$ cat src/rtl/input_job_scheduler.sv
// Round-robin job scheduler: grants one of two requesters per whole job and
// forwards its beats to the hash input stream with a delimiter and a completion report.
module input_job_scheduler #(
    parameter int ISSUE_BYTES = 16,
    parameter int LEN_WIDTH   = 24,
    parameter int ADDR_WIDTH  = 32
) (
    input  logic                         clk,
    input  logic                         rst,
    input  logic [1:0]                   job_valid,
    output logic [1:0]                   job_ready,
    input  logic [2*LEN_WIDTH-1:0]       job_len,
    input  logic [1:0]                   src_valid,
    output logic [1:0]                   src_ready,
    input  logic [2*ISSUE_BYTES*8-1:0]   src_data,
    output logic                         out_valid,
    input  logic                         out_ready,
    output logic                         out_delim,
    output logic [ISSUE_BYTES*8-1:0]     out_data,
    output logic                         done_valid,
    input  logic                         done_ready,
    output logic                         done_src,
    output logic [ADDR_WIDTH-1:0]        done_base_addr,
    output logic [LEN_WIDTH-1:0]         done_beats
);
    localparam int DATA_W = ISSUE_BYTES * 8;
    localparam int SHIFT  = $clog2(ISSUE_BYTES);

    typedef enum logic [1:0] {IDLE, STREAM, DONE} state_t;

    state_t                state_q, state_d;
    logic                  grant_q, grant_d;
    logic                  rr_ptr_q, rr_ptr_d;
    logic [ADDR_WIDTH-1:0] head_addr_q, head_addr_d;
    logic [ADDR_WIDTH-1:0] base_q, base_d;
    logic [LEN_WIDTH-1:0]  beats_total_q, beats_total_d;
    logic [LEN_WIDTH-1:0]  remaining_q, remaining_d;

    logic                  pick;
    logic [LEN_WIDTH-1:0]  sel_len;
    logic [LEN_WIDTH:0]    len_round;
    logic [LEN_WIDTH-1:0]  new_beats;
    logic                  out_fire;

    // NOTE: every signal assigned in an always_comb gets a default first, so no path leaves it unassigned and no latch is inferred.
    always_comb begin
        pick      = job_valid[rr_ptr_q] ? rr_ptr_q : ~rr_ptr_q;
        sel_len   = pick ? job_len[2*LEN_WIDTH-1:LEN_WIDTH] : job_len[LEN_WIDTH-1:0];
        // One extra bit keeps the round-up of the largest length from wrapping.
        len_round = {1'b0, sel_len} + (LEN_WIDTH+1)'(ISSUE_BYTES - 1);
        new_beats = LEN_WIDTH'(len_round >> SHIFT);

        job_ready = '0;
        src_ready = '0;
        out_valid = 1'b0;
        out_delim = 1'b0;
        out_data  = grant_q ? src_data[2*DATA_W-1:DATA_W] : src_data[DATA_W-1:0];
        if (state_q == IDLE && |job_valid) begin
            job_ready[pick] = 1'b1;
        end
        if (state_q == STREAM) begin
            out_valid          = src_valid[grant_q];
            src_ready[grant_q] = out_ready;
            out_delim          = (remaining_q == LEN_WIDTH'(1));
        end
        out_fire = out_valid && out_ready;

        done_valid     = (state_q == DONE);
        done_src       = grant_q;
        done_base_addr = base_q;
        done_beats     = beats_total_q;
    end

    always_comb begin
        state_d       = state_q;
        grant_d       = grant_q;
        rr_ptr_d      = rr_ptr_q;
        head_addr_d   = head_addr_q;
        base_d        = base_q;
        beats_total_d = beats_total_q;
        remaining_d   = remaining_q;
        case (state_q)
            IDLE: begin
                if (|job_valid) begin
                    grant_d       = pick;
                    base_d        = head_addr_q;
                    beats_total_d = new_beats;
                    remaining_d   = new_beats;
                    state_d       = (new_beats == '0) ? DONE : STREAM;
                end
            end
            STREAM: begin
                if (out_fire) begin
                    head_addr_d = head_addr_q + ADDR_WIDTH'(ISSUE_BYTES);
                    remaining_d = remaining_q - LEN_WIDTH'(1);
                    if (remaining_q == LEN_WIDTH'(1)) begin
                        state_d = DONE;
                    end
                end
            end
            DONE: begin
                if (done_ready) begin
                    rr_ptr_d = ~grant_q;
                    state_d  = IDLE;
                end
            end
            default: state_d = IDLE;
        endcase
    end

    // NOTE: sequential state uses non-blocking assignments only; reset is synchronous, so it is tested inside the clocked block.
    always_ff @(posedge clk) begin
        if (rst) begin
            state_q       <= IDLE;
            grant_q       <= 1'b0;
            rr_ptr_q      <= 1'b0;
            head_addr_q   <= '0;
            base_q        <= '0;
            beats_total_q <= '0;
            remaining_q   <= '0;
        end else begin
            state_q       <= state_d;
            grant_q       <= grant_d;
            rr_ptr_q      <= rr_ptr_d;
            head_addr_q   <= head_addr_d;
            base_q        <= base_d;
            beats_total_q <= beats_total_d;
            remaining_q   <= remaining_d;
        end
    end

endmodule

$ cat config.mk
export PLATFORM = sky130hd
export DESIGN_NAME = input_job_scheduler
export DESIGN_NICKNAME = d
export VERILOG_FILES = /design/src/rtl/input_job_scheduler.sv
export SDC_FILE = /design/constraint.sdc
export NUM_CORES = 1
export LEC_CHECK = 0
export ABC_CLOCK_PERIOD_IN_PS = 2700
export CAP_MARGIN = 20
export CORE_AREA = 2 2 193 195
export CTS_CLUSTER_DIAMETER = 60
export CTS_CLUSTER_SIZE = 8
export DETAILED_ROUTE_END_ITERATION = 10
export DIE_AREA = 0 0 195 197
export GPL_ROUTABILITY_DRIVEN = 0
export PLACE_DENSITY = 0.61
export SKIP_CTS_REPAIR_TIMING = 1
export SLEW_MARGIN = 30
export SYNTH_ARGS = -nofsm -noshare
export SYNTH_HDL_FRONTEND = slang
export SYNTH_SLANG_ARGS = --single-unit
$ cat constraint.sdc
create_clock -name clk -period 2.7 [get_ports clk]
set_input_delay 0.27 -clock clk [delete_from_list [all_inputs] [get_ports clk]]
set_output_delay 0.27 -clock clk [all_outputs]
set_load 0.01 [all_outputs]
==> results.sh, run 1 <==
export IMPL_status="completed"
export IMPL_p_seq_frac=0.311
export IMPL_wl_per_cell_um=20.8
export IMPL_cts_max_level=3
export IMPL_layout_worst_path_cycle_share=0.962
export IMPL_root_buffer="clkbuf_16"
export IMPL_hold_worst_slack_ps=353
export IMPL_viasPerCell=4.63
export IMPL_syn_inst=881
export IMPL_clk_path_buf_depth=2
export IMPL_area_delta_synth_final_pct=89.0
export IMPL_dr_pass1_iters=5
export IMPL_fmax_ghz=0.385
export IMPL_hold_viol_final=0
export IMPL_grt_usage=0.196
export IMPL_setup_viol=0
export IMPL_dpl_cell_area_sq_mm=0.0132
export IMPL_tightest_slew_ps=697
export IMPL_ios=504
export IMPL_clk_pin_slew_ps=80
export IMPL_post_place_ws_ps=-287
export IMPL_p_clk_frac=0.249
export IMPL_grt_max_degree=83
export IMPL_initial_core_util=0.198
export IMPL_clock_skew_ps=10.0
export IMPL_place_hpwl_um=33600
export IMPL_stdcell_area_sq_mm=0.0136
export IMPL_ys_seq_elements=105
export IMPL_path_max_fanout=6
export IMPL_swShare=0.323
export IMPL_die_area_sq_mm=0.0384
export IMPL_pwr_share_comb=0.441
export IMPL_synth_edf_count=0
export IMPL_num_vias=8824
export IMPL_drc=0
export IMPL_critPathKind="in -> reg"
export IMPL_die_y_um=197
export IMPL_critical_path_endpoint_type="register"
export IMPL_ant_nets=0
export IMPL_report_final_slew_viol_count=0
export IMPL_coreArea_sq_mm=0.0363
export IMPL_rsz0062_at_grt="no"
export IMPL_ys_flop_type="dfxtp_1"
export IMPL_period_needed_ps=2600
export IMPL_cts_num_sinks=105
export IMPL_syn_avg_cell_area_sq_um=8.16
export IMPL_crit_arrival_ps=2850
export IMPL_p_switching_mw=1.80
export IMPL_ir_drop_uv=372
export IMPL_holdCritPathClass="in -> reg"
export IMPL_antenna_found_initial=8
export IMPL_seq_area_frac_synth=0.292
export IMPL_insertion_delay_ps=360
export IMPL_p_per_area_mw_per_mm2=409
export IMPL_dp_cells=1883
export IMPL_worstPathRequired_ps=2960
export IMPL_io_buffers=496
export IMPL_fin_ws_ps=102
export IMPL_critical_path_startpoint_type="primary input"
export IMPL_die_w_um=195
export IMPL_fin_cells=1906
export IMPL_syn_area_sq_mm=0.00719
export IMPL_ys_warn_count=0
export IMPL_drive_above_1_share=0.188
export IMPL_synth_distinct_cells=67
export IMPL_fin_setup_tns_ps=0
export IMPL_grt_pass1_vias=8608
export IMPL_finalNetCount=1741
export IMPL_relSlewSlack=0.535
export IMPL_drv_cap=0
export IMPL_static_leakage_power_nw=4.89
export IMPL_grt_overflow=0
export IMPL_ys_async_sr_fraction=0
export IMPL_cts_made_buffers=9
export IMPL_grt_pass1_wl_um=55800
export IMPL_cts_tree="built"
export IMPL_initialDrtViolationCount=643
export IMPL_wirelength_um=39700
export IMPL_row_count=70
export IMPL_intPower_mw=3.76
## final timing paths
check        slack (ps)            from  depth (start not counted)              to
max                 100    job_valid[0]                         10      state_q[0]
min                 350             rst                          2  done_beats[10]
max reg2reg         130        rr_ptr_q                          9      state_q[0]
min reg2reg         450  done_beats[18]                          2  done_beats[18]
## final cells by class
type	count	area (sq um)
antenna	7	17.5
clock buffer	11	243
clock inverter	5	61.3
fill	3712	22700
inverter	9	33.8
multi-input combinational	708	4820
sequential	105	2110
tap	468	586
timing repair buffer	593	5730
## synth_stat cells (all sizes together) (13+ instances only)
cell type	count	area share
mux2i	15	0.021
a21oi	76	0.053
clkbuf	44	0.023
buf	21	0.019
nor2	72	0.039
xnor2	21	0.026
nand4	13	0.011
mux2	128	0.20
dfxtp	105	0.29
nor3	25	0.019
nand2	117	0.061
o21ai	40	0.028
xor2	25	0.030
nand3	25	0.017
## flip-flops by register name (all words and copies together) (netlist names)
signal,count
state_q,2
done_beats,21
head_addr_q,28
rr_ptr_q,1
remaining_q,24
done_base_addr,28
done_src,1
## kinds of logic after synthesis
family | share of synthesized area
AND/OR/NAND/NOR | 0.231
adder cells (fa/ha/maj) | 0.00522
multiplexers | 0.221
AO/OA/AOI/OAI | 0.148
buffers and inverters | 0.0466
flip-flops | 0.292
other | 0.000521
XOR/XNOR | 0.0560
## cells in the final DEF, fill, tap and decap left out, drive strengths merged, types with 7 or more instances in the layout
| cell type | count |
|---|---|
| mux2 | 128 |
| xnor2 | 21 |
| nor3 | 25 |
| or4 | 9 |
| nor2 | 72 |
| nand3 | 25 |
| buf | 98 |
| conb | 7 |
| a21oi | 76 |
| and2 | 11 |
| mux2i | 15 |
| diode | 7 |
| and3 | 12 |
| nand2 | 117 |
| nand4 | 13 |
| inv | 12 |
| dfxtp | 105 |
| clkbuf | 11 |
| nor4 | 12 |
| or3 | 12 |
| o21ai | 40 |
| clkdlybuf4s50 | 494 |
| xor2 | 25 |
| a211oi | 12 |
## power groups by stage
stage               Combinational [mW]  Clock [mW]  Sequential (mW)
floorplan                         1.05           0             1.76
global placement                  2.42           0             1.76
detailed placement                2.44           0             1.76
CTS                               2.46        1.44             1.73
global route                      2.62        1.49             1.74
finish                            2.45        1.38             1.73
## worst max-delay path, stage by stage
cell	delay (ps)
clkdlybuf4s50_1	480
nor2b_1	180
buf_4	160
nor4_1	340
a41oi_1	100
buf_4	170
or4b_2	680
o211ai_1	150
o211ai_1	130
o21a_1	180
## layer usage
layer	vias up	wire, um	track usage
li1	4258	-	-
met1	4098	15800	0.227
met2	425	19700	0.346
met3	41	2910	0.0496
met4	2	1270	0.0794
met5	-	13	0
## per-stage QoR
stage               total power [mW]   util
floorplan                       2.80      -
global placement                4.18  0.365
detailed placement              4.20  0.365
CTS                             5.62  0.374
global route                    5.85  0.375
finish                          5.56  0.375
(Power assumes the default switching activity.)
==> run 2, diff against run 1 <==
--- a/config.mk
+++ b/config.mk
@@ -5,15 +5,14 @@
 export SDC_FILE = /design/constraint.sdc
 export NUM_CORES = 1
 export LEC_CHECK = 0
-export ABC_CLOCK_PERIOD_IN_PS = 2700
-export CAP_MARGIN = 20
-export CORE_AREA = 2 2 193 195
+export ABC_CLOCK_PERIOD_IN_PS = 3200
+export CORE_AREA = 2 2 197 199
 export CTS_CLUSTER_DIAMETER = 60
 export CTS_CLUSTER_SIZE = 8
 export DETAILED_ROUTE_END_ITERATION = 10
-export DIE_AREA = 0 0 195 197
+export DIE_AREA = 0 0 199 201
 export GPL_ROUTABILITY_DRIVEN = 0
-export PLACE_DENSITY = 0.61
+export PLACE_DENSITY = 0.59
 export SKIP_CTS_REPAIR_TIMING = 1
 export SLEW_MARGIN = 30
 export SYNTH_ARGS = -nofsm -noshare
==> constraint.sdc (replaced) <==
create_clock -name clk -period 3.2 [get_ports clk]
set_input_delay 0.32 -clock clk [delete_from_list [all_inputs] [get_ports clk]]
set_output_delay 0.32 -clock clk [all_outputs]
set_load 0.01 [all_outputs]
==> results.sh, run 2 (synthesis gave the netlist of run 1 again) <==
export IMPL_status="completed"
export IMPL_coreArea_sq_mm=0.0381
export IMPL_wirelength_um=38100
export IMPL_ios=504
export IMPL_drc=0
export IMPL_critical_path_cell_chain="or3_1 -> nor4_1 -> nor2b_1 -> nand3_1 -> nor2_1 -> clkdlybuf4s50_1"
export IMPL_cts_made_buffers=9
export IMPL_grt_usage=0.181
export IMPL_drive_above_1_share=0.146
export IMPL_grt_pass1_vias=8565
export IMPL_crit_family="simple AND/OR/NAND/NOR gates"
export IMPL_grt_max_degree=82
export IMPL_relSlewSlack=0.507
export IMPL_cts_num_sinks=105
export IMPL_io_buffers=496
export IMPL_critPathMaxStageDelay_ps=630
export IMPL_antenna_found_initial=10
export IMPL_insertion_delay_ps=360
export IMPL_cts_tree="built"
export IMPL_hold_viol_final=0
export IMPL_met1_usage=0.204
export IMPL_wl_per_cell_um=20.2
export IMPL_grtUsageMet3=0.0381
export IMPL_path_max_fanout=7
export IMPL_viasPerCell=4.55
export IMPL_fillers=3980
export IMPL_post_place_ws_ps=165
export IMPL_clk_pin_slew_ps=80
export IMPL_setup_viol=0
export IMPL_cts_max_level=3
export IMPL_area_delta_synth_final_pct=82.0
export IMPL_final_common_cell="clkdlybuf4s50_1"
export IMPL_period_needed_ps=2920
export IMPL_die_area_sq_mm=0.0400
export IMPL_fmax_ghz=0.342
export IMPL_critPathKind="reg -> out"
export IMPL_p_per_area_mw_per_mm2=345
export IMPL_initialDrtViolationCount=525
export IMPL_grt_pass1_wl_um=53900
export IMPL_clk_path_buf_depth=2
export IMPL_cp_slowest_cell="clkdlybuf4s50_1"
export IMPL_die_y_um=201
export IMPL_num_vias=8592
export IMPL_crit_arrival_ps=2600
export IMPL_crit_buf_inv=1
export IMPL_layout_common_cells="clkdlybuf4s50_1, mux2_2, nand2_1"
export IMPL_initial_core_util=0.189
export IMPL_die_w_um=199
export IMPL_rsz0062_at_grt="no"
export IMPL_grt_overflow=0
export IMPL_final_util=0.344
export IMPL_report_final_slew_viol_count=0
export IMPL_drv_cap=0
export IMPL_place_hpwl_um=31700
export IMPL_tightest_slew_ps=740
export IMPL_worstPathRequired_ps=2880
export IMPL_root_buffer="clkbuf_16"
export IMPL_fin_ws_ps=275
export IMPL_top_usage_layer="met2"
export IMPL_layout_worst_path_cycle_share=0.914
export IMPL_ant_nets=0
export IMPL_ir_drop_uv=215
export IMPL_fin_setup_tns_ps=0
export IMPL_holdCritPathClass="in -> reg"
export IMPL_critical_path_startpoint_type="register"
export IMPL_static_leakage_power_nw=4.54
export IMPL_row_count=72
export IMPL_clock_skew_ps=12.7
export IMPL_critical_path_endpoint_type="output pin"
export IMPL_hold_worst_slack_ps=436
export IMPL_finalNetCount=1676
export IMPL_met2_usage=0.335
export IMPL_dr_pass1_iters=5
==> run 2: power breakdown <==
part	switching, mW	leakage [nW]	internal [mW]
combinational	0.876	3.54	1.08
clock	0.538	0.141	0.560
sequential	0.0806	0.855	1.38
total	1.50	4.54	3.02
==> run 2: per-stage QoR <==
step | cell area (sq um) | power, mW | cells
detailed placement | 12800 | 3.45 | 1868
global placement | 12800 | 3.43 | 1868
CTS | 13100 | 4.57 | 1884
finish | 13100 | 4.52 | 1889
global route | 13100 | 4.75 | 1889
floorplan | 7220 | 2.36 | 887
==> run 2: final timing paths <==
check	slack [ps]	start	depth (start not counted)	end
worst max register to register	390	remaining_q[1]	8	remaining_q[16]
worst max-delay path	280	remaining_q[16]	6	out_delim
worst min register to register	450	done_base_addr[21]	2	done_base_addr[21]
worst min-delay path	440	rst	2	remaining_q[1]
==> run 2: area by class of cell <==
type / count / area, sq um / area share
Multi-Input combinational cell: 708 / 4790 / 0.366
Clock buffer: 10 / 239 / 0.0182
Inverter: 9 / 33.8 / 0.00258
Antenna cell: 5 / 12.5 / 0.000955
Sequential cell: 105 / 2110 / 0.161
Tap cell: 518 / 648 / 0.0495
Timing Repair Buffer: 528 / 5220 / 0.398
Clock inverter: 6 / 50.0 / 0.00382
==> run 2: per-layer routing <==
metal / routed length (um) / up-vias
met2: 19600 / 456
met5: 0 / -
met1: 14800 / 4001
li1: - / 4107
met3: 2860 / 28
met4: 738 / 0
